### src/rtl/issue_ctrl.sv
// Decode-stage issue sequencer: register scoreboard, RAW stalls and redirect flush.
// Optional ISSUE_CTRL_WB_BYPASS_EN lets a source clear in its writeback cycle.
module issue_ctrl #(
    parameter int AWIDTH       = 32,
    parameter int FLUSH_CYCLES = 2,
    parameter int CNT_WIDTH    = 16
) (
    input  logic                 clk,
    input  logic                 rst,
    input  logic                 dec_valid_i,
    input  logic [4:0]           dec_rs1_i,
    input  logic [4:0]           dec_rs2_i,
    input  logic [4:0]           dec_rd_i,
    input  logic                 dec_uses_rs1_i,
    input  logic                 dec_uses_rs2_i,
    input  logic                 dec_writes_rd_i,
    input  logic                 wb_valid_i,
    input  logic [4:0]           wb_rd_i,
    input  logic                 redirect_i,
    input  logic [AWIDTH-1:0]    redirect_pc_i,
    output logic                 issue_o,
    output logic                 stall_o,
    output logic                 flush_o,
    output logic                 pc_sel_o,
    output logic [AWIDTH-1:0]    pc_redirect_o,
    output logic [31:0]          busy_o,
    output logic [1:0]           state_o,
    output logic [CNT_WIDTH-1:0] stall_cnt_o
);

    localparam int FCW = (FLUSH_CYCLES > 1) ? $clog2(FLUSH_CYCLES) : 1;

    typedef enum logic [1:0] {
        RUN   = 2'd0,
        STALL = 2'd1,
        FLUSH = 2'd2
    } state_t;

    state_t                 state;
    logic [FCW-1:0]         flush_cnt;
    logic [31:0]            busy;
    logic [CNT_WIDTH-1:0]   stall_cnt;

    logic [31:0]            wb_clr;
    logic [31:0]            rd_set;
    logic [31:0]            busy_chk;
    logic [31:0]            busy_nxt;
    logic                   hazard;
    logic                   flush;
    logic                   stall;
    logic                   issue;

    always_comb begin
        wb_clr = '0;
        if (wb_valid_i) wb_clr[wb_rd_i] = 1'b1;
    end

`ifdef ISSUE_CTRL_WB_BYPASS_EN
    // regfile writes through, so a retiring reg is already readable
    assign busy_chk = busy & ~wb_clr;
`else
    assign busy_chk = busy;
`endif

    assign hazard = dec_valid_i &
                    ((dec_uses_rs1_i & busy_chk[dec_rs1_i]) |
                     (dec_uses_rs2_i & busy_chk[dec_rs2_i]));

    assign flush = redirect_i | (state == FLUSH);
    assign stall = hazard & ~flush;
    assign issue = dec_valid_i & ~hazard & ~flush;

    always_comb begin
        rd_set = '0;
        if (issue && dec_writes_rd_i && dec_rd_i != 5'd0) rd_set[dec_rd_i] = 1'b1;
    end

    // new writer wins over a same-cycle retire; x0 never tracked
    assign busy_nxt = ((busy & ~wb_clr) | rd_set) & 32'hFFFF_FFFE;

    always_ff @(posedge clk) begin
        if (rst) begin
            state     <= RUN;
            flush_cnt <= '0;
            busy      <= '0;
            stall_cnt <= '0;
        end else begin
            busy <= busy_nxt;
            if (stall && stall_cnt != '1) stall_cnt <= stall_cnt + CNT_WIDTH'(1);
            if (redirect_i) begin
                state     <= FLUSH;
                flush_cnt <= FCW'(FLUSH_CYCLES - 1);
            end else begin
                unique case (state)
                    FLUSH: begin
                        if (flush_cnt != '0) begin
                            flush_cnt <= flush_cnt - FCW'(1);
                        end else begin
                            state <= RUN;
                        end
                    end
                    default: state <= stall ? STALL : RUN;
                endcase
            end
        end
    end

    assign issue_o       = issue;
    assign stall_o       = stall;
    assign flush_o       = flush;
    assign pc_sel_o      = redirect_i;
    assign pc_redirect_o = redirect_pc_i;
    assign busy_o        = busy;
    assign state_o       = state;
    assign stall_cnt_o   = stall_cnt;

endmodule

### config.mk
export PLATFORM = sky130hd
export DESIGN_NAME = issue_ctrl
export DESIGN_NICKNAME = d
export VERILOG_FILES = /design/src/rtl/issue_ctrl.sv
export SDC_FILE = /design/constraint.sdc
export NUM_CORES = 1
export LEC_CHECK = 0
export ABC_AREA = 0
export BUFFER_PORTS_ARGS = -buffer_cell sky130_fd_sc_hd__buf_4
export CORE_MARGIN = 2
export CORE_UTILIZATION = 40
export CTS_CLUSTER_DIAMETER = 50
export DETAILED_ROUTE_END_ITERATION = 7
export GPL_TIMING_DRIVEN = 0
export PLACE_DENSITY_LB_ADDON = 0.08
export SLEW_MARGIN = 0
export SYNTH_ARGS = -nofsm -noshare
export SYNTH_HDL_FRONTEND = slang
export SYNTH_SLANG_ARGS = --single-unit
### constraint.sdc
create_clock -name clk -period 2.51 [get_ports clk]
set_input_delay 0.1255 -clock clk [delete_from_list [all_inputs] [get_ports clk]]
set_output_delay 0.1255 -clock clk [all_outputs]
set_load 0.03 [all_outputs]
# --- Word-level counts from Yosys, hierarchy flattened ---
# Index checks and enable logic that the tools add are counted.
word_totals:
  regBits: 51
  latch_bits: 0
  ram_bits: 0
  mem_bits_ro: 0
  in_bits: 60
  out_inout_bits: 86
  memories: 0
classes:
  add_sub_neg: 2
  multipliers: 0
  div_mod_pow: 0
  magnitude_cmp: 6
  eq_ne: 4
  shift: 0
  mux: 17
  n_bitwise: 13
  reduce_logical: 8
ops:
  columns: ["operator", "count"]
  rows:
  - ["32-bit 2-to-1 mux", 2]
  - ["32-bit AND", 1]
  - ["32-bit inverter", 1]
  - ["32-bit OR", 1]
  - ["5-bit by 6-bit less-than comparator with 1-bit output (second input constant)", 4]
  - ["16-bit by 1-bit adder with 16-bit output (second input constant)", 1]
  - ["16-bit inequality test (second input constant)", 1]
  - ["1-bit binary-select mux with 5-bit select", 2]
  - ["1-bit demux with 5-bit select", 2]
  - ["5-bit by 1-bit >= comparator with 1-bit output (second input constant)", 2]
  - ["1-bit 2-to-1 mux", 8]
  - ["1-bit AND", 6]
  - ["2-bit 2-to-1 mux", 3]
  - ["1-bit logical AND", 5]
  - ["5-bit nonzero test", 1]
  - ["3-bit inequality test (second input constant)", 1]
  - ["2-bit == test (second input constant)", 1]
  - ["2-bit inequality test (second input constant)", 1]
  - ["1-bit inverter", 2]
  - ["1-bit OR", 2]
  - ["2-bit nonzero test", 1]
  - ["2-bit OR reduction", 1]
  - ["1-bit subtractor (second input constant)", 1]

# --- Longest topological paths before layout ---
logic_depth:
  word_depth: 12
  depth_mapped: 10
  ltp_nobuf: 8

# --- Worst setup path after synthesis ---
# No wires, ideal clock.
synth_path:
  path_kind: "reg2reg"
  start: "register busy[5] (netlist: busy_o[5])"
  end: "register stall_cnt[2] (netlist: stall_cnt_o[2])"
  setup_time_ns: 0.123
  arrival_ns: 2.358
  required_ns: 2.387
  slack_ns: 0.029
  path_stages_with_launch: 10
  cell_sequence: "dfxtp_1 -> mux4_2 -> nor2b_1 -> or4_1 -> nand4_2 -> a32oi_2 -> buf_6 -> inv_2 -> nand3_1 -> mux2_1"
synth_via:
  elab_chain_len: 7
  elab_cells_between_ends: 10
  classes_between: "mux (4); bitwise (5); reduce/logical (1)"
synth_lines:
  columns: ["element", "line_no", "source"]
  rows:
  - ["start, declared", "41", "logic [31:0] busy;"]
  - ["start signal, assigned", "88", "busy <= busy_nxt;"]
  - ["1-bit binary-select mux with 5-bit select (on tied branches)", "66, 67", null]
  - ["1-bit 2-to-1 mux (on tied branches)", "66, 67", null]
  - ["1-bit AND (on tied branches)", "66, 67", null]
  - ["1-bit OR (*)", "66", "((dec_uses_rs1_i & busy_chk[dec_rs1_i]) |"]
  - ["1-bit AND (*)", "65", "assign hazard = dec_valid_i &"]
  - ["1-bit AND (*)", "70", "assign stall = hazard & ~flush;"]
  - ["net stall_o", "22", "output logic stall_o,"]
  - ["1-bit logical AND (*)", "89", "if (stall && stall_cnt != '1) stall_cnt <= stall_cnt + CNT_WIDTH'(1);"]
  - ["end signal, assigned", "89", null]
  - ["end, declared", "42", "logic [CNT_WIDTH-1:0] stall_cnt;"]
# Mark *: on every way through the listed nets, which the timed path passes. The rest lies on a longest branch. The select of a mux whose other input is x is not followed.
# A chain may end at the register's enable or synchronous reset.

# --- Final worst setup path ---
layout_path:
  start: "register busy[7] (netlist: busy_o[7])"
  end: "output stall_o"
layout_via:
  elab_chain_len: 6
  elab_cells_between_ends: 9
  classes_between: "mux (4); bitwise (5)"
layout_lines:
  columns: ["element", "line_no"]
  rows:
  - ["1-bit binary-select mux with 5-bit select (on tied branches)", "66, 67"]
  - ["1-bit 2-to-1 mux (on tied branches)", "66, 67"]
  - ["1-bit AND (on tied branches)", "66, 67"]
  - ["1-bit OR (*)", "66"]
  - ["1-bit AND (*)", "65"]
  - ["1-bit AND (*)", "70"]
  - ["end, declared", "22"]
# Every way passes the cells marked *; elsewhere a longest branch is shown, timed or not. The select of a mux whose other input is x is not followed.

==> metrics.md <==
| Metric | Value |
|---|---|
| Run status | `finished clean` |
| DP Area | `0.004248 mm²` |
| Skew final | `14.88 ps` |
| Yosys reg bits | `50` |
| Required @ worst endpoint | `2380 ps` |
| Clock network fraction of total power | `0.331` |
| Switching power | `0.0005035 W` |
| EDFF count, synth | `0` |
| Final Instance Area | `0.004507 mm²` |
| Post-synth net total | `445` |
| Initial Utilization | `0.4073` |
| Max-slew violations | `0` |
| Core box area | `0.008134 mm²` |
| Final Setup Violations | `0` |
| Number of port buffers | `107` |
| Worst setup margin | `78.13 ps` |
| HPWL after DPL | `7.490 mm` |
| H-Tree Depth | `2` |
| Tmin final | `2432 ps` |
| I/O pins | `146` |
| Sequential Power Share | `0.453` |
| RSZ-0062 raised after global routing | `false` |
| Critical path type | `reg2out` |
| Residual DRC | `0` |
| Layout net count | `567` |
| Tcrit/Tclk final | `0.9689` |
| Netlist cell types | `50` |
| Final wirelength | `9.715 mm` |
| Leak pwr | `1.841 nW` |
| Ys flop type | `dfxtp_1` |
| Buf/Inv on CP | `3` |
| Max_cap viols | `0` |
| Max VDD drop | `0.2746 mV` |
| Mux cell area share after synthesis | `0.1186` |
| Mapped cell area | `0.003313 mm²` |
| Logic pwr share | `0.217` |
| PD cells | `392.7 mW/mm²` |
| Via Count | `3,279` |
| WL/cell | `15.87 µm` |
| Simple-gate share of the synthesized area | `0.2946` |
| # rows | `33` |
| Synthesized-area fraction occupied by xor and xnor cells | `0` |
| Post-Synth Adder-Cell Area | `0.003776` |
| Hold WC Path Type | `in2reg` |
| Total grt overflow | `0` |
| Clk root buf | `clkbuf_8` |
| Share of flip-flops with an asynchronous set or reset | `0` |
| Fin cells | `612` |
| CP max FO | `7` |
| Final hold vios | `0` |
| Cell breakdown of the critical path | `mux4_2, nor2b_1, or4_4, nand4_4, a32oi_4, buf_6, inv_4, buf_6` |
| Largest net degree at the start of global routing | `16` |
| Avg Cell Area, Syn | `8.628 µm²` |
| Critical Path Source Type | `flop` |
| Clock sink total | `50` |
| Detail Route Antenna Nets | `0` |
| CP max stage cell | `mux4_2` |
| First-pass GRT wire length | `15.08 mm` |
| Vias in the first global route | `2,999` |
| Cells after DPL | `596` |
| Sequential area share after synthesis | `0.3021` |
| Crit path capture type | `primary output` |
| Main combinational cell family by area after synthesis | `simple AND/OR/NAND/NOR gates` |
| Die width | `95.01 µm` |
| First-pass iteration count of the detailed router | `6` |
| Via/cell ratio | `5.358` |
| Worst path top cell family by delay | `multiplexers` |
| Cell repeated most along the worst path | `buf_6` |
| Final estimated routing congestion in global placement | `0.9032` |
| Chip Height | `95.01 µm` |
| Fraction of power spent switching nets | `0.2845` |
| Synth-to-Final Area Change | `36.03%` |
| Pint | `0.001266 W` |
| Clk Latency, worst-skew pair | `310 ps` |
| DP Worst Slack | `-219.9 ps` |
| DR iter-0 viols | `169` |
| Die area | `0.009027 mm²` |
| Num CTS Buffers | `5` |
| Antenna cells | `0` |
| Maximum buffer depth of the clock tree | `2` |
| Initial antenna violation count | `0` |
| Clock slew at reported path FFs | `110 ps` |
| Fmax | `411.2 MHz` |
| Worst Path Arrival | `2310 ps` |
| Gr usage total | `0.2132` |
| Ys Warns | `0` |
| Max stage delay on crit path | `490 ps` |
| Synth Instances | `384` |
| TritonCTS clock tree | `done` |
| Complex-gate fraction of the synthesized area | `0.1677` |
| Share of cells above drive strength 1 | `0.4103` |
==> flip-flops by register name (all words and copies together) (netlist names) <==
name         flops
busy_o          31
stall_cnt_o     16
state_o          2
flush_cnt        1
==> cell families (layout without fill, tap and decap cells) <==
kind of cell / count (synthesis) / after routing
AOI/OAI and AO/OA: 88 / 88
adders and majority gates: 1 / 1
buffers and inverters: 57 / 180
DFF: 50 / 50
muxes: 29 / 29
other: 1 / 1
and+or+nand+nor: 158 / 158
==> repair_timing <==
item                       in CTS  in global routing
buffers inserted                2                  6
pin swaps                       2                  2
hold buffers                    0                  0
setup endpoints to repair       9                 15
gates resized for setup         7                 20
hold endpoints to repair        0                  0
==> path summary, 6_finish.rpt <==
check	cells past startpoint	endpoint	startpoint	slack [ps]
max	8	stall_o	busy_o[7]	80
min	3	flush_cnt	redirect_i	60
max reg2reg	9	busy_o[9]	busy_o[7]	90
min reg2reg	2	stall_cnt_o[11]	stall_cnt_o[11]	490
==> per-stage QoR <==
| stage | utilization | hold WS (ps) | total power (W) | setup TNS, ps |
|---|---|---|---|---|
| 4_1_cts | 0.5418 | 45.08 | 0.001769 | -11.46 |
| 6_report | 0.5541 | 60.29 | 0.001770 | 0 |
| 3_5_place_dp | 0.5222 | 370.6 | 0.001179 | -835.5 |
| 5_1_grt | 0.5541 | 83.90 | 0.001845 | 0 |
| 3_3_place_gp | 0.5222 | 370.0 | 0.001176 | -617.6 |
| 2_1_floorplan | - | 242.9 | 0.001050 | 0 |
==> synth_stat cells (all sizes together), types with 2 or more instances <==
| master | n | share of area |
|---|---|---|
| dfxtp | 50 | 0.30 |
| o21ai | 50 | 0.076 |
| buf | 41 | 0.094 |
| nand2 | 31 | 0.035 |
| nor2b | 31 | 0.059 |
| nand3b | 20 | 0.045 |
| nor2 | 20 | 0.023 |
| mux2i | 16 | 0.048 |
| a21oi | 14 | 0.021 |
| nand3 | 13 | 0.020 |
| clkbuf | 10 | 0.011 |
| or4 | 8 | 0.018 |
| mux4 | 7 | 0.048 |
| o31ai | 7 | 0.016 |
| inv | 6 | 0.0068 |
| mux2 | 6 | 0.023 |
| nand4 | 6 | 0.018 |
| a22oi | 5 | 0.013 |
| nand4b | 5 | 0.022 |
| and2 | 4 | 0.0076 |
| nor3b | 4 | 0.0091 |
| and3 | 3 | 0.0057 |
| and4 | 3 | 0.0079 |
| nor3 | 3 | 0.0045 |
| o41ai | 3 | 0.0079 |
| a221oi | 2 | 0.011 |
| o311ai | 2 | 0.0053 |
| or2 | 2 | 0.0038 |
| or3 | 2 | 0.0038 |
==> tightest hold or removal path, delay by kind of cell <==
family	cells	cell delay [ps]
simple gates	2	100
buf+inv	1	100
==> power by group through the flow <==
stage	sequential [W]	combinational [W]	clock, W
6_report	0.000801	0.000384	0.000585
5_1_grt	0.000802	0.000413	0.000630
4_1_cts	0.000801	0.000369	0.000599
3_5_place_dp	0.000820	0.000359	0
3_3_place_gp	0.000820	0.000357	0
2_1_floorplan	0.000826	0.000224	0
==> layout by cell type (no fill, tap or decap), types with 3 or more instances in the layout <==
cell,Yosys,routed
a21oi_1,14,14
a22oi_1,4,4
and2_1,4,3
and3_1,3,3
and4_1,3,3
buf_2,3,3
buf_4,35,148
buf_6,3,4
clkbuf_1,10,9
clkbuf_8,0,5
dfxtp_1,50,37
dfxtp_2,0,13
inv_1,5,5
mux2i_1,16,15
mux4_2,7,7
nand2_1,31,31
nand3_1,13,13
nand3b_1,20,20
nand4_1,4,4
nand4b_1,3,3
nor2_1,20,20
nor2b_1,31,31
nor3_1,3,3
nor3b_1,4,4
o21ai_0,16,16
o21ai_1,34,33
o31ai_1,7,7
o41ai_1,3,3
or4_1,8,7
==> layout make-up <==
cell class	instances	area (µm²)
fill	772	3627
multi-input combinational	277	1992
sequential	50	1017
timing repair buffer	115	879.6
buffer	51	351.6
tap	105	131.4
clock buffer	6	72.57
clock inverter	2	37.54
inverter	6	25.02
==> layer usage <==
metal | track usage | vias up | routed length (µm)
met5 | 0 | - | 0
met4 | 0.05193 | 0 | 76
met3 | 0.03083 | 7 | 625
met2 | 0.3712 | 123 | 4793
met1 | 0.2785 | 1534 | 4219
li1 | - | 1615 | -
Note: power is estimated with default switching activity, not from simulation.
